--- src/rtl/layer_sequencer_pkg.sv ---
// layer_seq_pkg: shared types and constants for the layer sequencer.
//   seq_state_t     - sequencer FSM state encoding
//   CMD_*           - bit positions of the register-file commands in a command vector
//   TIMEOUT_DEFAULT - default watchdog limit in cycles
package layer_seq_pkg;

    localparam int unsigned TIMEOUT_DEFAULT = 1024;

    localparam int N_CMD        = 9;
    localparam int CMD_DEC_L    = 0;
    localparam int CMD_DEC_LI   = 1;
    localparam int CMD_IFMAP    = 2;
    localparam int CMD_SEND_LI  = 3;
    localparam int CMD_LD_W     = 4;
    localparam int CMD_LD_B     = 5;
    localparam int CMD_SA       = 6;
    localparam int CMD_SET_O    = 7;
    localparam int CMD_SEND_OPT = 8;

    typedef enum logic [3:0] {
        S_IDLE, S_MOVE_LD, S_DEC_L, S_DEC_LI, S_IFMAP, S_SEND_LI, S_LD_W, S_LD_B,
        S_SA, S_SET_O, S_NEXT_L, S_WAIT_DNN, S_NEXT_M, S_SEND_OPT, S_FIN
    } seq_state_t;

    // One-hot command vector for a state; all-zero for non-command states.
    function automatic logic [N_CMD-1:0] state_cmd(seq_state_t s);
        logic [N_CMD-1:0] v;
        v = '0;
        case (s)
            S_DEC_L:    v[CMD_DEC_L]    = 1'b1;
            S_DEC_LI:   v[CMD_DEC_LI]   = 1'b1;
            S_IFMAP:    v[CMD_IFMAP]    = 1'b1;
            S_SEND_LI:  v[CMD_SEND_LI]  = 1'b1;
            S_LD_W:     v[CMD_LD_W]     = 1'b1;
            S_LD_B:     v[CMD_LD_B]     = 1'b1;
            S_SA:       v[CMD_SA]       = 1'b1;
            S_SET_O:    v[CMD_SET_O]    = 1'b1;
            S_SEND_OPT: v[CMD_SEND_OPT] = 1'b1;
            default:    v = '0;
        endcase
        return v;
    endfunction

    // States in which the sequencer waits on an external strobe.
    function automatic logic is_wait_state(seq_state_t s);
        return (s >= S_DEC_L && s <= S_SET_O) || (s == S_WAIT_DNN);
    endfunction

endpackage

--- src/rtl/layer_sequencer_if.sv ---
// layer_seq_if: register-file / DNN side of the layer sequencer.
//   master - sequencer: drives move load and layer commands, receives
//            move id, layer count, next_pc and DNN score.
//   slave  - register file / DNN side.
interface layer_seq_if #(parameter int MOVE_WIDTH = 16);
    logic                  move_current_ov;
    logic [MOVE_WIDTH-1:0] move_current_od;
    logic                  decode_layer;
    logic                  decode_layer_info;
    logic                  compute_ifmap;
    logic                  send_layer_info;
    logic                  load_weights;
    logic                  load_biases;
    logic                  send_systolic_data;
    logic                  set_ifmap_o;
    logic                  send_optimal_move;
    logic [MOVE_WIDTH-1:0] move_id_i;
    logic [3:0]            layer_total_num_i;
    logic                  next_pc;
    logic                  dnn_iv;
    logic [7:0]            dnn_id;

    modport master (
        output move_current_ov, move_current_od, decode_layer, decode_layer_info,
               compute_ifmap, send_layer_info, load_weights, load_biases,
               send_systolic_data, set_ifmap_o, send_optimal_move,
        input  move_id_i, layer_total_num_i, next_pc, dnn_iv, dnn_id
    );

    modport slave (
        input  move_current_ov, move_current_od, decode_layer, decode_layer_info,
               compute_ifmap, send_layer_info, load_weights, load_biases,
               send_systolic_data, set_ifmap_o, send_optimal_move,
        output move_id_i, layer_total_num_i, next_pc, dnn_iv, dnn_id
    );
endinterface

--- src/rtl/layer_sequencer_watchdog.sv ---
// seq_watchdog: per-state wait limiter.
//   clk, nrst - clock, async active-low reset
//   clr       - reload the counter (state change)
//   en        - count this cycle (sequencer is in a waiting state)
//   expire    - high in the TIMEOUT-th consecutive enabled cycle
module seq_watchdog #(
    parameter int unsigned TIMEOUT = 1024
) (
    input  logic clk,
    input  logic nrst,
    input  logic clr,
    input  logic en,
    output logic expire
);
    localparam int CW = $clog2(TIMEOUT + 1);
    localparam logic [CW-1:0] LOAD = CW'(TIMEOUT - 1);

    logic [CW-1:0] cnt_q, cnt_d;

    always_comb begin
        cnt_d = cnt_q;
        if (clr) begin
            cnt_d = LOAD;
        end else if (en && (cnt_q != '0)) begin
            cnt_d = cnt_q - 1'b1;
        end
    end

    always_ff @(posedge clk or negedge nrst) begin
        if (!nrst) begin
            cnt_q <= LOAD;
        end else begin
            cnt_q <= cnt_d;
        end
    end

    assign expire = en && (cnt_q == '0);
endmodule

--- src/rtl/layer_sequencer.sv ---
// layer_sequencer: steps the register file through every DNN layer for each
// candidate move, tracks the best signed score and issues the optimal-move send.
//   clk, nrst       - clock, async active-low reset
//   start_iv        - start pulse (ignored while busy), total_moves_id latched
//   bus             - register-file commands, move load, next_pc, DNN score
//   move_idx_o      - current move index; layer_idx_o - current layer (1-based)
//   best_move_od    - index of best move so far
//   busy_o, done_o  - active / end-of-run pulse; err_o - sticky error
//
// state      | meaning
// IDLE       | wait for start_iv
// MOVE_LD    | load current move id into the register file
// DEC_L      | decode layer count
// DEC_LI..SET_O | per-layer commands, each held until next_pc
// NEXT_L     | advance layer or finish the move
// WAIT_DNN   | wait for score, update best
// NEXT_M     | advance move or finish
// SEND_OPT   | issue optimal-move send
// FIN        | done pulse
module layer_sequencer
    import layer_seq_pkg::*;
#(
    parameter int          MOVE_WIDTH = 16,
    parameter int unsigned TIMEOUT    = TIMEOUT_DEFAULT
) (
    input  logic        clk,
    input  logic        nrst,
    input  logic        start_iv,
    input  logic [7:0]  total_moves_id,
    layer_seq_if.master bus,
    output logic [7:0]  move_idx_o,
    output logic [3:0]  layer_idx_o,
    output logic [7:0]  best_move_od,
    output logic        busy_o,
    output logic        done_o,
    output logic        err_o
);
    seq_state_t            state_q, state_d;
    logic [7:0]            total_q, total_d;
    logic [7:0]            move_idx_q, move_idx_d;
    logic [3:0]            layer_idx_q, layer_idx_d;
    logic [3:0]            layer_total_q, layer_total_d;
    logic signed [7:0]     best_score_q, best_score_d;
    logic [7:0]            best_move_q, best_move_d;
    logic                  err_q, err_d;
    logic [MOVE_WIDTH-1:0] cur_move_q, cur_move_d;
    logic                  wd_expire;
    logic [N_CMD-1:0]      cmd;

    always_comb begin
        state_d       = state_q;
        total_d       = total_q;
        move_idx_d    = move_idx_q;
        layer_idx_d   = layer_idx_q;
        layer_total_d = layer_total_q;
        best_score_d  = best_score_q;
        best_move_d   = best_move_q;
        err_d         = err_q;
        cur_move_d    = cur_move_q;
        case (state_q)
            S_IDLE: if (start_iv) begin
                total_d      = total_moves_id;
                move_idx_d   = '0;
                layer_idx_d  = 4'd1;
                best_score_d = '0;
                best_move_d  = '0;
                err_d        = 1'b0;
                state_d      = (total_moves_id == 8'd0) ? S_FIN : S_MOVE_LD;
            end
            S_MOVE_LD: begin
                cur_move_d = bus.move_id_i;
                state_d    = S_DEC_L;
            end
            S_DEC_L: if (bus.next_pc) begin
                // A zero layer count is flagged but still runs one layer.
                if (bus.layer_total_num_i == 4'd0) begin
                    err_d         = 1'b1;
                    layer_total_d = 4'd1;
                end else begin
                    layer_total_d = bus.layer_total_num_i;
                end
                state_d = S_DEC_LI;
            end
            S_DEC_LI:  if (bus.next_pc) state_d = S_IFMAP;
            S_IFMAP:   if (bus.next_pc) state_d = S_SEND_LI;
            S_SEND_LI: if (bus.next_pc) state_d = S_LD_W;
            S_LD_W:    if (bus.next_pc) state_d = S_LD_B;
            S_LD_B:    if (bus.next_pc) state_d = S_SA;
            S_SA:      if (bus.next_pc) state_d = S_SET_O;
            S_SET_O:   if (bus.next_pc) state_d = S_NEXT_L;
            S_NEXT_L: begin
                if (layer_idx_q < layer_total_q) begin
                    layer_idx_d = layer_idx_q + 4'd1;
                    state_d     = S_DEC_LI;
                end else begin
                    state_d = S_WAIT_DNN;
                end
            end
            S_WAIT_DNN: if (bus.dnn_iv) begin
                // Strict compare: ties keep the earlier move.
                if ((move_idx_q == 8'd0) || ($signed(bus.dnn_id) > best_score_q)) begin
                    best_score_d = $signed(bus.dnn_id);
                    best_move_d  = move_idx_q;
                end
                state_d = S_NEXT_M;
            end
            S_NEXT_M: begin
                if (({1'b0, move_idx_q} + 9'd1) < {1'b0, total_q}) begin
                    move_idx_d  = move_idx_q + 8'd1;
                    layer_idx_d = 4'd1;
                    state_d     = S_MOVE_LD;
                end else begin
                    state_d = S_SEND_OPT;
                end
            end
            S_SEND_OPT: state_d = S_FIN;
            S_FIN:      state_d = S_IDLE;
            default:    state_d = S_IDLE;
        endcase
        // A completion in the expiring cycle wins over the timeout.
        if (wd_expire && (state_d == state_q)) begin
            err_d   = 1'b1;
            state_d = S_FIN;
        end
    end

    always_ff @(posedge clk or negedge nrst) begin
        if (!nrst) begin
            state_q       <= S_IDLE;
            total_q       <= '0;
            move_idx_q    <= '0;
            layer_idx_q   <= 4'd1;
            layer_total_q <= 4'd1;
            best_score_q  <= '0;
            best_move_q   <= '0;
            err_q         <= 1'b0;
            cur_move_q    <= '0;
        end else begin
            state_q       <= state_d;
            total_q       <= total_d;
            move_idx_q    <= move_idx_d;
            layer_idx_q   <= layer_idx_d;
            layer_total_q <= layer_total_d;
            best_score_q  <= best_score_d;
            best_move_q   <= best_move_d;
            err_q         <= err_d;
            cur_move_q    <= cur_move_d;
        end
    end

    seq_watchdog #(.TIMEOUT(TIMEOUT)) u_watchdog (
        .clk    (clk),
        .nrst   (nrst),
        .clr    (state_d != state_q),
        .en     (is_wait_state(state_q)),
        .expire (wd_expire)
    );

    // Commands decode the state register only, so next_pc never reaches them combinationally.
    assign cmd                    = state_cmd(state_q);
    assign bus.decode_layer       = cmd[CMD_DEC_L];
    assign bus.decode_layer_info  = cmd[CMD_DEC_LI];
    assign bus.compute_ifmap      = cmd[CMD_IFMAP];
    assign bus.send_layer_info    = cmd[CMD_SEND_LI];
    assign bus.load_weights       = cmd[CMD_LD_W];
    assign bus.load_biases        = cmd[CMD_LD_B];
    assign bus.send_systolic_data = cmd[CMD_SA];
    assign bus.set_ifmap_o        = cmd[CMD_SET_O];
    assign bus.send_optimal_move  = cmd[CMD_SEND_OPT];
    assign bus.move_current_ov    = (state_q == S_MOVE_LD);
    assign bus.move_current_od    = (state_q == S_MOVE_LD) ? bus.move_id_i : cur_move_q;

    assign move_idx_o   = move_idx_q;
    assign layer_idx_o  = layer_idx_q;
    assign best_move_od = best_move_q;
    assign busy_o       = (state_q != S_IDLE);
    assign done_o       = (state_q == S_FIN);
    assign err_o        = err_q;
endmodule

--- src/flat_wrapper.sv ---
// flat-port wrapper written by rule: the top's interface ports become plain ports
module layer_sequencer_flat import layer_seq_pkg::*;
#(
    parameter int          MOVE_WIDTH = 16,
    parameter int unsigned TIMEOUT    = TIMEOUT_DEFAULT
)
  (clk, nrst, start_iv, total_moves_id, move_idx_o, layer_idx_o, best_move_od, busy_o, done_o, err_o, bus_move_current_ov, bus_move_current_od, bus_decode_layer, bus_decode_layer_info, bus_compute_ifmap, bus_send_layer_info, bus_load_weights, bus_load_biases, bus_send_systolic_data, bus_set_ifmap_o, bus_send_optimal_move, bus_move_id_i, bus_layer_total_num_i, bus_next_pc, bus_dnn_iv, bus_dnn_id);
  layer_seq_if #(.MOVE_WIDTH(MOVE_WIDTH)) bus_i ();
  input  logic clk;
  input  logic nrst;
  input  logic start_iv;
  input  logic [7:0] total_moves_id;
  output logic [7:0] move_idx_o;
  output logic [3:0] layer_idx_o;
  output logic [7:0] best_move_od;
  output logic busy_o;
  output logic done_o;
  output logic err_o;
  output wire logic [$bits(bus_i.move_current_ov)-1:0] bus_move_current_ov;
  output wire logic [$bits(bus_i.move_current_od)-1:0] bus_move_current_od;
  output wire logic [$bits(bus_i.decode_layer)-1:0] bus_decode_layer;
  output wire logic [$bits(bus_i.decode_layer_info)-1:0] bus_decode_layer_info;
  output wire logic [$bits(bus_i.compute_ifmap)-1:0] bus_compute_ifmap;
  output wire logic [$bits(bus_i.send_layer_info)-1:0] bus_send_layer_info;
  output wire logic [$bits(bus_i.load_weights)-1:0] bus_load_weights;
  output wire logic [$bits(bus_i.load_biases)-1:0] bus_load_biases;
  output wire logic [$bits(bus_i.send_systolic_data)-1:0] bus_send_systolic_data;
  output wire logic [$bits(bus_i.set_ifmap_o)-1:0] bus_set_ifmap_o;
  output wire logic [$bits(bus_i.send_optimal_move)-1:0] bus_send_optimal_move;
  input wire logic [$bits(bus_i.move_id_i)-1:0] bus_move_id_i;
  input wire logic [$bits(bus_i.layer_total_num_i)-1:0] bus_layer_total_num_i;
  input wire logic [$bits(bus_i.next_pc)-1:0] bus_next_pc;
  input wire logic [$bits(bus_i.dnn_iv)-1:0] bus_dnn_iv;
  input wire logic [$bits(bus_i.dnn_id)-1:0] bus_dnn_id;
  assign bus_move_current_ov = bus_i.move_current_ov;
  assign bus_move_current_od = bus_i.move_current_od;
  assign bus_decode_layer = bus_i.decode_layer;
  assign bus_decode_layer_info = bus_i.decode_layer_info;
  assign bus_compute_ifmap = bus_i.compute_ifmap;
  assign bus_send_layer_info = bus_i.send_layer_info;
  assign bus_load_weights = bus_i.load_weights;
  assign bus_load_biases = bus_i.load_biases;
  assign bus_send_systolic_data = bus_i.send_systolic_data;
  assign bus_set_ifmap_o = bus_i.set_ifmap_o;
  assign bus_send_optimal_move = bus_i.send_optimal_move;
  assign bus_i.move_id_i = bus_move_id_i;
  assign bus_i.layer_total_num_i = bus_layer_total_num_i;
  assign bus_i.next_pc = bus_next_pc;
  assign bus_i.dnn_iv = bus_dnn_iv;
  assign bus_i.dnn_id = bus_dnn_id;
  layer_sequencer #(.MOVE_WIDTH(MOVE_WIDTH), .TIMEOUT(TIMEOUT)) u_core (.clk(clk), .nrst(nrst), .start_iv(start_iv), .total_moves_id(total_moves_id), .bus(bus_i), .move_idx_o(move_idx_o), .layer_idx_o(layer_idx_o), .best_move_od(best_move_od), .busy_o(busy_o), .done_o(done_o), .err_o(err_o));
endmodule
--- config.mk ---
export PLATFORM = sky130hd
export DESIGN_NAME = layer_sequencer_flat
export DESIGN_NICKNAME = d
export VERILOG_FILES = /design/src/rtl/layer_sequencer_pkg.sv /design/src/rtl/layer_sequencer_if.sv /design/src/rtl/layer_sequencer_watchdog.sv /design/src/rtl/layer_sequencer.sv /design/src/flat_wrapper.sv
export SDC_FILE = /design/constraint.sdc
export NUM_CORES = 1
export LEC_CHECK = 0
export CAP_MARGIN = 20
export CELL_PAD_IN_SITES_DETAIL_PLACEMENT = 1
export CELL_PAD_IN_SITES_GLOBAL_PLACEMENT = 1
export CORE_UTILIZATION = 40
export DETAILED_ROUTE_END_ITERATION = 10
export GPL_ROUTABILITY_DRIVEN = 0
export PLACE_DENSITY_LB_ADDON = 0.25
export REMOVE_ABC_BUFFERS = 1
export SYNTH_ARGS = -nofsm -noshare
export SYNTH_HDL_FRONTEND = slang
export SYNTH_SLANG_ARGS = --single-unit
--- constraint.sdc ---
create_clock -name clk -period 4.5 [get_ports clk]
set_input_delay 1.35 -clock clk [delete_from_list [all_inputs] [get_ports clk]]
set_output_delay 1.35 -clock clk [all_outputs]
set_load 0.1 [all_outputs]
==> results of run 1 <==
worst max-delay path, delay by kind of cell (launching register included):
| family | cells | cell delay (ns) |
|---|---|---|
| mux | 1 | 0.41 |
| buf+inv | 2 | 0.43 |
| simple gates | 2 | 0.41 |
| flops | 1 | 0.74 |
through the flow:
stage	cell area (um^2)	hold slack (ns)	util (%)	setup WS, ns	total power, mW
finish	5450	0.493	55.5	0.798	4.34
global route	5450	0.506	55.5	0.659	4.55
CTS	5430	0.493	55.3	0.815	4.37
detailed placement	5230	0.482	53.3	0.647	3.83
global placement	5230	0.468	53.3	0.747	3.77
floorplan	3990	0.458	-	-0.408	2.95
placed cells by master (no fill, tap or decap), types with 5 or more instances in the layout:
cell type / n
mux2i_1: 18
ha_1: 22
mux2_2: 27
nor2_1: 28
nand2b_1: 6
xnor2_1: 12
inv_1: 38
and3_1: 5
a21o_1: 6
nor3_1: 8
nor2b_1: 5
or3_1: 6
clkdlybuf4s50_1: 60
nand2_1: 45
xor2_1: 6
buf_4: 17
a21oi_1: 10
buf_12: 18
o21ai_0: 21
dfrtp_1: 60
nand3_1: 14
clkbuf_8: 9
dfstp_2: 12
routing by layer:
layer	vias up	global-route usage (%)	wire length [um]
li1	1593	-	-
met1	1614	27.2	4710
met2	80	34.7	5100
met3	10	5.15	592
met4	0	6.72	121
met5	-	0	0
power breakdown:
part | total [mW] | internal [mW] | switching, mW
Clock | 0.523 | 0.256 | 0.267
Sequential | 1.02 | 0.861 | 0.161
Combinational | 2.79 | 0.926 | 1.86
synthesized netlist by cell type (2+ instances only):
master / count
nand4_1: 3
nand3_1: 14
xnor2_1: 12
nor3_1: 8
o21ai_1: 2
mux2_2: 27
and3_1: 5
a211o_1: 2
xor2_1: 6
nand2_1: 45
dfstp_2: 12
nor4b_1: 2
ha_1: 22
inv_1: 38
nor2_1: 28
a21o_1: 6
a21oi_1: 10
nand2b_1: 6
clkbuf_1: 6
and2_1: 2
nor4_1: 3
nor2b_1: 5
a221oi_1: 2
buf_4: 2
a31oi_1: 2
o21ai_0: 21
mux2i_1: 18
buf_2: 5
or3_1: 6
dfrtp_1: 60
logic make-up (layout without fill, tap and decap cells):
kind of cell	after synthesis	count (layout)	synth area share [%]
fa+ha+maj	22	22	6.76
mux	45	45	11.9
flops	72	72	44.6
compound gates	61	61	10.2
buf+inv	53	150	5.41
simple gates	140	140	17.2
xor+xnor	18	18	3.87
worst max-delay path by stage:
stage	startpoint	end	slack (ns)	cells past startpoint
5_1_grt	u_core.state_q[0]$_DFF_PN0_	bus_move_current_od[15]	0.66	5
3_3_place_gp	total_moves_id[1]	u_core.u_watchdog.cnt_q[1]$_DFFE_PN1P_	0.75	8
3_5_place_dp	bus_next_pc	u_core.u_watchdog.cnt_q[1]$_DFFE_PN1P_	0.65	8
4_1_cts	u_core.state_q[0]$_DFF_PN0_	bus_move_current_od[8]	0.82	5
2_1_floorplan	u_core.state_q[1]$_DFF_PN0_	bus_move_current_od[0]	-0.41	3
6_report	u_core.state_q[0]$_DFF_PN0_	bus_move_current_od[13]	0.80	5
cell type report:
type	instances	share of cell area, %
Clock buffer	9	2.27
Multi-Input combinational cell	286	37.3
Timing Repair Buffer	96	20.1
Tap cell	133	3.05
Clock inverter	7	1.31
Sequential cell	72	33.3
Inverter	38	2.62
state kept, by name, indices dropped and copies added, names as in the netlist:
signal and flops:
u_core.state_q 4, u_core.total_q 8, u_core.best_move_od 8, u_core.cur_move_q 16, u_core.best_score_q 8, u_core.err_o 1, u_core.layer_idx_o 4, u_core.u_watchdog.cnt_q 11
u_core.layer_total_q 4, u_core.move_idx_o 8
==> reports/metrics.yaml, run 1 <==
tightest_slew_ns: 1.01
syn_inst: 411
drc_errors: 0
syn-cell-area_um2: 4070
ys.flop_type: "dfrtp_1"
end_kind: "output pin"
relSlewSlack_pct: 32.3
r2r_cells: 11
clock_skew_ns: 0.0125
pin_count: 90
critPathArrivalTime_ns: 2.35
crit_required_ns: 3.15
multi_input_area_um2: 2030
rows: 36
grt_max_degree: 49
rr_endpoint: "u_core.layer_idx_o[3]$_DFFE_PN0P_"
min_period_over_period_pct: 82.3
grt_first_pass_wirelength_mm: 17.0
synth_edf_count: 0
synth_largest_area_cell: "dfrtp_1"
cts_buffers: 9
status: "finished, final reports clean"
dp_cells: 624
die_y_um: 103
timing.fmax_mhz: 270
dp.final_hpwl_mm: 7.83
p_leak_nw: 2.46
antenna_found_initial: 0
seq_area_frac_synth_pct: 44.6
antenna_left: 0
whs_path_depth: 2
drt-wirelength-per-cell_um: 16.4
drive_above_1_share_pct: 19.7
grtUsageTotal_pct: 21.0
clkLatencyLatePin_ns: 0.35
drv_slew: 0
timing.final.crit_period_ns: 3.70
criticalPathCategory: "register to output pin"
htree_levels: 3
powerDensity_nw_per_um2: 796
hp-start: "u_core.layer_total_q[0]$_DFFE_PN1P_"
grt_overflow: 0
tns_ns: 0
ys_ff_latch: 72
ff_latch_area_um2: 1820
cts_root_buffer: "clkbuf_8"
firstDrtPassIters: 4
yosysUniqueCellTypes: 61
avgSynthCellArea_um2: 9.91
crit_path_start_kind: "register"
synth_top_cell_area_share_pct: 36.9
setup_viol: 0
hp-class: "register to register"
portBuffers: 89
nets: 566
async_reset_ff_share_pct: 100
hold_buffers: 0
cts_sinks: 72
vias_per_cell: 5.14
yosys_warnings: 0
start_util_pct: 41.5
rsz0062_at_grt: "false"
r2r-start: "u_core.move_idx_o[2]$_DFFE_PN0P_"
num_vias: 3297
cp_cell_sequence: "nand2b_1, nor2_1, buf_4, mux2_2, buf_12"
routed_wl_mm: 10.5
final_cells: 641
clkSlewWorstSetupHoldPaths_ns: 0.08
slowest_delay_ns: 0.74
ir_drop_mv: 0.795
whs_endpoint: "u_core.layer_total_q[0]$_DFFE_PN1P_"
n_antenna_cell: 0
cts_tree: "done"
die_w_um: 103
drt-initial-drc-count: 98
synth_top_cells_by_area: "dfrtp_1 37%, dfstp_2 7.7%, mux2_2 7.5%"
core_um2: 9820
hold_viol: 0
clk_path_buf_depth: 2
cts_resized: 0
area_growth_pct: 33.8
drv_cap: 0
reg2reg_setup_slack_ns: 1.28
die_area_um2: 10600
critPathSlowestCell: "dfrtp_1"
grt_pass1_vias: 3456
post_cts_buffers: 0
path_max_fanout: 18
n_fill_cell: 1150
(Power assumes the default switching activity.)
==> run 2, diff against run 1 <==
--- a/config.mk
+++ b/config.mk
@@ -8,7 +8,7 @@
 export CAP_MARGIN = 20
 export CELL_PAD_IN_SITES_DETAIL_PLACEMENT = 1
 export CELL_PAD_IN_SITES_GLOBAL_PLACEMENT = 1
-export CORE_UTILIZATION = 40
+export CORE_UTILIZATION = 39
 export DETAILED_ROUTE_END_ITERATION = 10
 export GPL_ROUTABILITY_DRIVEN = 0
 export PLACE_DENSITY_LB_ADDON = 0.25
==> constraint.sdc (replaced) <==
create_clock -name clk -period 3.6 [get_ports clk]
set_input_delay 1.08 -clock clk [delete_from_list [all_inputs] [get_ports clk]]
set_output_delay 1.08 -clock clk [all_outputs]
set_load 0.1 [all_outputs]
==> run 2 against run 1 <==
Non-clock buffer count up 3. Hold slack improved by 0.0093 ns. Via count up 0.91%. Wire length up 0.48%. Clock power is 11% higher. Die area increased by 2.5%. Power is 24% higher. Clock-buffer cell count grew 1. Global-route usage about the same. Largest power group unchanged.
==> reports/metrics.yaml, run 2 (same netlist as run 1, synthesis figures left out) <==
die_y_um: 104  # +1.2%
clock_skew_ns: 0.0128  # +0.000301 ns
die_area_um2: 10900  # +2.5%
top_register: "u_core.cur_move_q"
ir_drop_mv: 0.841  # +5.8%
grt_max_degree: 38  # -22%
p_leak_nw: 2.50  # +1.5%
routed_wl_mm: 10.6  # +0.48%
n_antenna_cell: 0  # unchanged
layout_common_cells: "60 x dfrtp_1, 45 x nand2_1, 41 x buf_4"
hold_viol: 0  # unchanged
reg_top3: "u_core.cur_move_q x16, u_core.u_watchdog.cnt_q x11"
dpl_cell_area_um2: 5220  # -0.19%
cts_root_buffer: "clkbuf_8"
htree_levels: 3  # unchanged
num_vias: 3327  # +0.91%
post_cts_buffers: 0  # unchanged
antenna_left: 0  # unchanged
cts_buffers: 9  # unchanged
hold_buffers: 0  # unchanged
timing.final.crit_period_ns: 3.20
tns_ns: 0  # unchanged
clkLatencyLatePin_ns: 0.35  # about the same
cts_resized: 0  # unchanged
clkSlewWorstSetupHoldPaths_ns: 0.08  # about the same
vias_per_cell: 5.17  # +0.44%
crit_required_ns: 2.52  # -0.63 ns
grt_pass1_vias: 3709  # +7.3%
end_kind: "output pin"
timing.fmax_mhz: 313
nets: 569  # +0.53%
hp-class: "register to register"
design_area_um2: 5400  # -0.99%
reg2reg_setup_slack_ns: 0.41  # -0.87 ns
drt-wirelength-per-cell_um: 16.4  # about the same
core_um2: 9950  # +1.4%
largest_reg_flops: 16  # unchanged
relSlewSlack_pct: 38.0  # +5.7 points
top_usage_layer: "met2"
die_w_um: 104  # +1.2%
cts_tree: "done"
met2_usage_pct: 36.0  # +1.2 points
powerDensity_nw_per_um2: 996  # +25%
antenna_found_initial: 0  # unchanged
tightest_slew_ns: 0.923  # -0.0896 ns
grt_first_pass_wirelength_mm: 18.2  # +7.0%
area_growth_pct: 32.5
firstDrtPassIters: 4  # unchanged
pin_count: 90  # unchanged
criticalPathCategory: "register to output pin"
drt-initial-drc-count: 122  # +24%
drive_above_1_share_pct: 24.1  # +4.4 points
grt_overflow: 0  # unchanged
clk_path_buf_depth: 2  # unchanged
drc_errors: 0  # unchanged
critPathArrivalTime_ns: 2.12  # -0.23 ns
drv_slew: 0  # unchanged
rows: 36  # unchanged
met1_usage_pct: 25.2  # -2.0 points
start_util_pct: 40.9  # -0.56 points
path_max_fanout: 18  # unchanged
final_common_cell: "dfrtp_1"
setup_viol: 0  # unchanged
met3_usage_pct: 7.52  # +2.4 points
crit_path_start_kind: "register"
cts_sinks: 72  # unchanged
grtUsageTotal_pct: 21.0  # -0.032 points
rsz0062_at_grt: "false"
status: "finished, final reports clean"
portBuffers: 89  # unchanged
min_period_over_period_pct: 88.8
drv_cap: 0  # unchanged
dp.final_hpwl_mm: 8.11  # +3.5%
run 2: cell types whose count changed in the layout (fill, tap and decap cells not counted), sizes merged:
cell | previous run | this run
clkinvlp | 3 | 4
buf | 36 | 60
clkbuf | 9 | 10
bufinv | 1 | 0
clkinv | 2 | 1
clkdlybuf4s50 | 60 | 39
run 2: final timing paths:
kind / start / end / cells after the start
max in group asynchronous: nrst / u_core.layer_idx_o[0]$_DFFE_PN1P_ / 2
min in group asynchronous: nrst / u_core.best_move_od[2]$_DFFE_PN0P_ / 1
worst max-delay path: u_core.state_q[0]$_DFF_PN0_ / bus_move_current_od[1] / 6
worst max register to register: u_core.move_idx_o[2]$_DFFE_PN0P_ / u_core.move_idx_o[5]$_DFFE_PN0P_ / 11
worst min-delay path: u_core.layer_total_q[0]$_DFFE_PN1P_ / u_core.layer_total_q[0]$_DFFE_PN1P_ / 2
worst min register to register: u_core.layer_total_q[0]$_DFFE_PN1P_ / u_core.layer_total_q[0]$_DFFE_PN1P_ / 2
run 2: per-stage QoR:
stage	power [mW]	utilization (%)	cells	hold WS [ns]	setup WS, ns
final	5.37	54.2	644	0.503	0.404
after global routing	5.67	54.2	644	0.529	0.114
after CTS	5.42	54.2	644	0.511	0.373
after detailed placement	4.83	52.5	628	0.498	0.0469
after global placement	4.73	52.5	628	0.467	0.135
after floorplan	3.69	-	396	0.458	-1.04
run 2: area by class of cell:
type / instances / area, um^2
Fill cell: 1102 / 4560
Clock buffer: 10 / 128
Inverter: 38 / 143
Tap cell: 133 / 166
Clock inverter: 6 / 43.8
Multi-Input combinational cell: 286 / 2030
Sequential cell: 72 / 1820
Timing Repair Buffer: 99 / 1060
run 2: power by group:
| group | internal (mW) | leakage [nW] | switching (mW) |
|---|---|---|---|
| registers | 1.08 | 0.899 | 0.142 |
| clock network | 0.251 | 0.0749 | 0.331 |
| logic | 1.16 | 1.53 | 2.41 |
| total | 2.49 | 2.50 | 2.88 |
run 2: per-layer routing:
layer	vias to the layer above	part of all wire, %	wire (um)
met3	8	7.5	797
li1	1607	-	-
met1	1618	43	4530
met2	94	49	5160
met5	-	0	0
met4	0	0.87	92
run 2: critical path, stage by stage (launching register included):
cell      delay, ns
dfrtp_1        0.33
buf_4          0.23
nand2b_1       0.20
nor2_1         0.15
buf_4          0.26
mux2_2         0.41
buf_12         0.18
==> run 3, diff against run 2 <==
--- a/config.mk
+++ b/config.mk
@@ -8,11 +8,12 @@
 export CAP_MARGIN = 20
 export CELL_PAD_IN_SITES_DETAIL_PLACEMENT = 1
 export CELL_PAD_IN_SITES_GLOBAL_PLACEMENT = 1
-export CORE_UTILIZATION = 39
+export CORE_UTILIZATION = 40
 export DETAILED_ROUTE_END_ITERATION = 10
 export GPL_ROUTABILITY_DRIVEN = 0
 export PLACE_DENSITY_LB_ADDON = 0.25
 export REMOVE_ABC_BUFFERS = 1
 export SYNTH_ARGS = -nofsm -noshare
 export SYNTH_HDL_FRONTEND = slang
+export SYNTH_HIERARCHICAL = 1
 export SYNTH_SLANG_ARGS = --single-unit
==> run 3 against run 2 <==
Setup slack got worse by 0.17 ns. Critical path type is now register to register. Register-to-register slack got worse by 0.18 ns. Largest power group unchanged. Sequential power is 3% higher. Wire length up 38%. Final cell count increased by 16%. Hold slack got worse by 0.014 ns. Synthesized cell count grew 25%. Clock-buffer cell count down 1. Core utilization about the same. Non-clock buffer count increased by 10. Sequential share of layout area shrank 4.3 points.
==> reports/metrics.yaml, run 3 <==
num_vias: 4417  # +33%
drt-initial-drc-count: 212  # +74%
syn_inst: 512  # +25%
r2r_cells: 12  # +1
antenna_left: 0  # unchanged
largest_reg_flops: 16  # unchanged
drc_errors: 0  # unchanged
rows: 39  # +8.3%
reg2reg_setup_slack_ns: 0.23  # -0.18 ns
timing.fmax_mhz: 297  # -5.1%
dp_slack_ns: -0.125  # -0.172 ns
htree_levels: 3  # unchanged
total_power_mw: 6.07  # +13%
die_y_um: 110  # +5.9%
fin_util_pct: 54.2  # about the same
whs_endpoint: "u_core/total_q[0]$_DFFE_PN0P_"
worst-path-buf-inv: 0  # -3
avgSynthCellArea_um2: 9.16  # -7.5%
die_area_um2: 12200  # +12%
clkSlewWorstSetupHoldPaths_ns: 0.06  # -0.02 ns
end_kind: "register"
hold_viol: 0  # unchanged
drv_cap: 0  # unchanged
top_register: "u_core/cur_move_q"
rr_endpoint: "u_core/u_watchdog/cnt_q[1]$_DFFE_PN1P_"
slowest_delay_ns: 0.55  # +0.14 ns
clock_skew_ns: 0.00739  # -0.00541 ns
cts_sinks: 72  # unchanged
clk_path_buf_depth: 2  # unchanged
crit_required_ns: 3.87  # +1.35 ns
synth_adder_area_share_pct: 5.87  # -0.89 points
synth_top_cells_by_area: "dfrtp_1 32%, dfstp_2 6.7%, ha_1 5.9%"
grtUsageTotal_pct: 25.4  # +4.4 points
synth_top_cell_area_share_pct: 32.0  # -4.9 points
synth_top_family_by_area: "simple AND/OR/NAND/NOR gates"
grt_pass1_vias: 4663  # +26%
ir_drop_mv: 0.746  # -11%
yosysMostFrequentCell: "nand2_1"
yosys_warnings: 6  # +6
core_um2: 11400  # +15%
pwr-share-clk_pct: 16.6  # +5.8 points
nets: 663  # +17%
power.internal_mw: 2.93  # +18%
cts_root_buffer: "clkbuf_16"
grt_max_degree: 50  # +32%
synth-xor-area-share_pct: 1.84  # -2.0 points
synth_compound_area_share_pct: 20.3  # +10 points
critPathSlowestCell: "a2111o_1"
routed_wl_mm: 14.6  # +38%
synth_mux_area_share_pct: 4.05  # -7.8 points
path_max_fanout: 8  # -10
grt_first_pass_wirelength_mm: 23.8  # +31%
ys_ff_latch: 72  # unchanged
setup_viol: 0  # unchanged
tightest_slew_ns: 0.806  # -0.117 ns
firstDrtPassIters: 4  # unchanged
grt_overflow: 0  # unchanged
n_antenna_cell: 0  # unchanged
relSlewSlack_pct: 46.3  # +8.3 points
drv_slew: 0  # unchanged
critPathArrivalTime_ns: 3.64  # +1.52 ns
synth_edf_count: 0  # unchanged
whs_path_depth: 2  # unchanged
final_common_cell: "nand2_1"
antenna_found_initial: 0  # unchanged
vias_per_cell: 5.91  # +14%
critical-path-top-delay-family: "compound AO/OA/AOI/OAI gates"
crit_path_start_kind: "register"
power_frac_seq_pct: 20.8  # -1.9 points
yosysUniqueCellTypes: 74  # +21%
hp-class: "register to register"
min_period_over_period_pct: 93.6  # +4.8 points
layout_common_cells: "61 x nand2_1, 60 x dfrtp_1, 50 x buf_4"
synthSimpleGateAreaFrac_pct: 22.9  # +5.7 points
p_sw_share_pct: 51.7  # -1.9 points
p_comb_share_pct: 62.6  # -3.9 points
drt-wirelength-per-cell_um: 19.5  # +19%
reg_top3: "u_core/cur_move_q x16, u_core/u_watchdog/cnt_q x11"
rsz0062_at_grt: "false"
yosys-top-cells-count: "61 x nand2_1, 60 x dfrtp_1, 36 x inv_1"
holdWs_ns: 0.488  # -0.0143 ns
setup_ws_ns: 0.231  # -0.173 ns
syn-cell-area_um2: 4690  # +15%
powerDensity_nw_per_um2: 980  # -1.6%
status: "finished, final reports clean"
n_fill_cell: 1315  # +19%
ys.flop_type: "dfrtp_1"
cp_cell_sequence: "ha_1, nand3_1, nor2_1, xor2_1, ha_1, nand3_1, a221o_1, a21oi_1, o21bai_1, a2111o_1, nor3b_1, a31oi_1"
die_w_um: 110  # +5.9%
pin_count: 90  # unchanged
seq_area_frac_synth_pct: 38.7  # -5.9 points
area_growth_pct: 32.0
p_leak_nw: 2.71  # +8.3%
cts_tree: "done"
synth_largest_area_cell: "dfrtp_1"
r2r-start: "u_core/move_idx_o[1]$_DFFE_PN0P_"
async_reset_ff_share_pct: 100  # unchanged
drive_above_1_share_pct: 22.8  # -1.3 points
clkLatencyLatePin_ns: 0.35  # about the same
p_switching_mw: 3.14  # +8.8%
dp.final_hpwl_mm: 10.0  # +24%
cts_buffers: 9  # unchanged
timing.final.crit_period_ns: 3.37  # +0.173 ns
criticalPathCategory: "register to register"
portBuffers: 89  # unchanged
hp-start: "u_core/total_q[0]$_DFFE_PN0P_"
start_util_pct: 41.1  # +0.19 points
[run 3: changes by cell type after synthesis, moves of 15 or more]
cell	previous run	this run
a31oi_1	2	20
clkbuf_1	6	21
mux2i_1	18	1
nand2_1	45	61
o2111ai_1	1	17
o22ai_1	0	15
or4_1	1	20
[run 3: cell families (layout without fill, tap and decap cells)]
family	Yosys count	in the layout
compound gates	129	129
xor+xnor	9	9
fa+ha+maj	22	22
buf+inv	68	161
flops	72	72
mux	17	17
simple gates	195	195
[run 3: how the worst max path moves through the flow]
stage	endpoint	cells after the start	slack (ns)	start
after global placement	u_core/u_watchdog/cnt_q[1]$_DFFE_PN1P_	9	-0.06	total_moves_id[5]
after global routing	u_core/layer_idx_o[2]$_DFFE_PN0P_	11	0.05	u_core/move_idx_o[1]$_DFFE_PN0P_
after detailed placement	u_core/u_watchdog/cnt_q[1]$_DFFE_PN1P_	9	-0.12	total_moves_id[5]
after CTS	u_core/u_watchdog/cnt_q[10]$_DFFE_PN0P_	12	0.18	u_core/move_idx_o[1]$_DFFE_PN0P_
final	u_core/u_watchdog/cnt_q[1]$_DFFE_PN1P_	12	0.23	u_core/move_idx_o[1]$_DFFE_PN0P_
after floorplan	bus_move_current_od[0]	3	-0.90	u_core/state_q[1]$_DFF_PN0_
[run 3: timing repair]
action,in CTS,in global routing
setup endpoints to repair,0,2
hold buffers,0,0
buffers inserted,0,0
resized for setup,0,1
[run 3: metal layers]
layer	share of wire [%]	wire length (um)	vias up	GRT usage, %
met5	0	0	-	0
met4	1.6	237	0	9.30
met3	3.4	492	17	3.76
met2	50	7320	97	43.2
met1	45	6550	2219	32.7
li1	-	-	2084	-
[run 3: through the flow]
step / std cells / cell area (um^2) / TNS, ns
6_report: 748 / 6190 / 0
5_1_grt: 748 / 6190 / 0
4_1_cts: 748 / 6190 / 0
3_5_place_dp: 732 / 5860 / -0.524
3_3_place_gp: 730 / 5840 / -0.147
2_1_floorplan: 480 / 4530 / -16.91
[run 3: power groups by stage]
stage / Clock (mW) / Sequential, mW / Combinational [mW]
floorplan: 0 / 1.50 / 2.27
global placement: 0 / 1.25 / 3.67
detailed placement: 0 / 1.27 / 3.78
CTS: 1.03 / 1.26 / 3.81
global route: 1.06 / 1.30 / 4.02
finish: 1.01 / 1.26 / 3.80
[run 3: final cells by class]
type                            count  area [um^2]  share of cell area [%]
Tap cell                          143          179                    2.89
Multi-Input combinational cell    372         2590                    41.8
Sequential cell                    72         1820                    29.3
Inverter                           36          135                    2.18
Timing Repair Buffer              109         1150                    18.5
Clock buffer                        9          225                    3.64
Clock inverter                      7          103                    1.66
[run 3: worst reg2reg max path, cell delays in order (launching register included)]
cell      delay, ns
dfrtp_1        0.48
ha_1           0.31
nand3_1        0.17
nor2_1         0.17
xor2_1         0.27
ha_1           0.19
nand3_1        0.10
a221o_1        0.30
a21oi_1        0.30
o21bai_1       0.12
a2111o_1       0.55
nor3b_1        0.27
a31oi_1        0.07
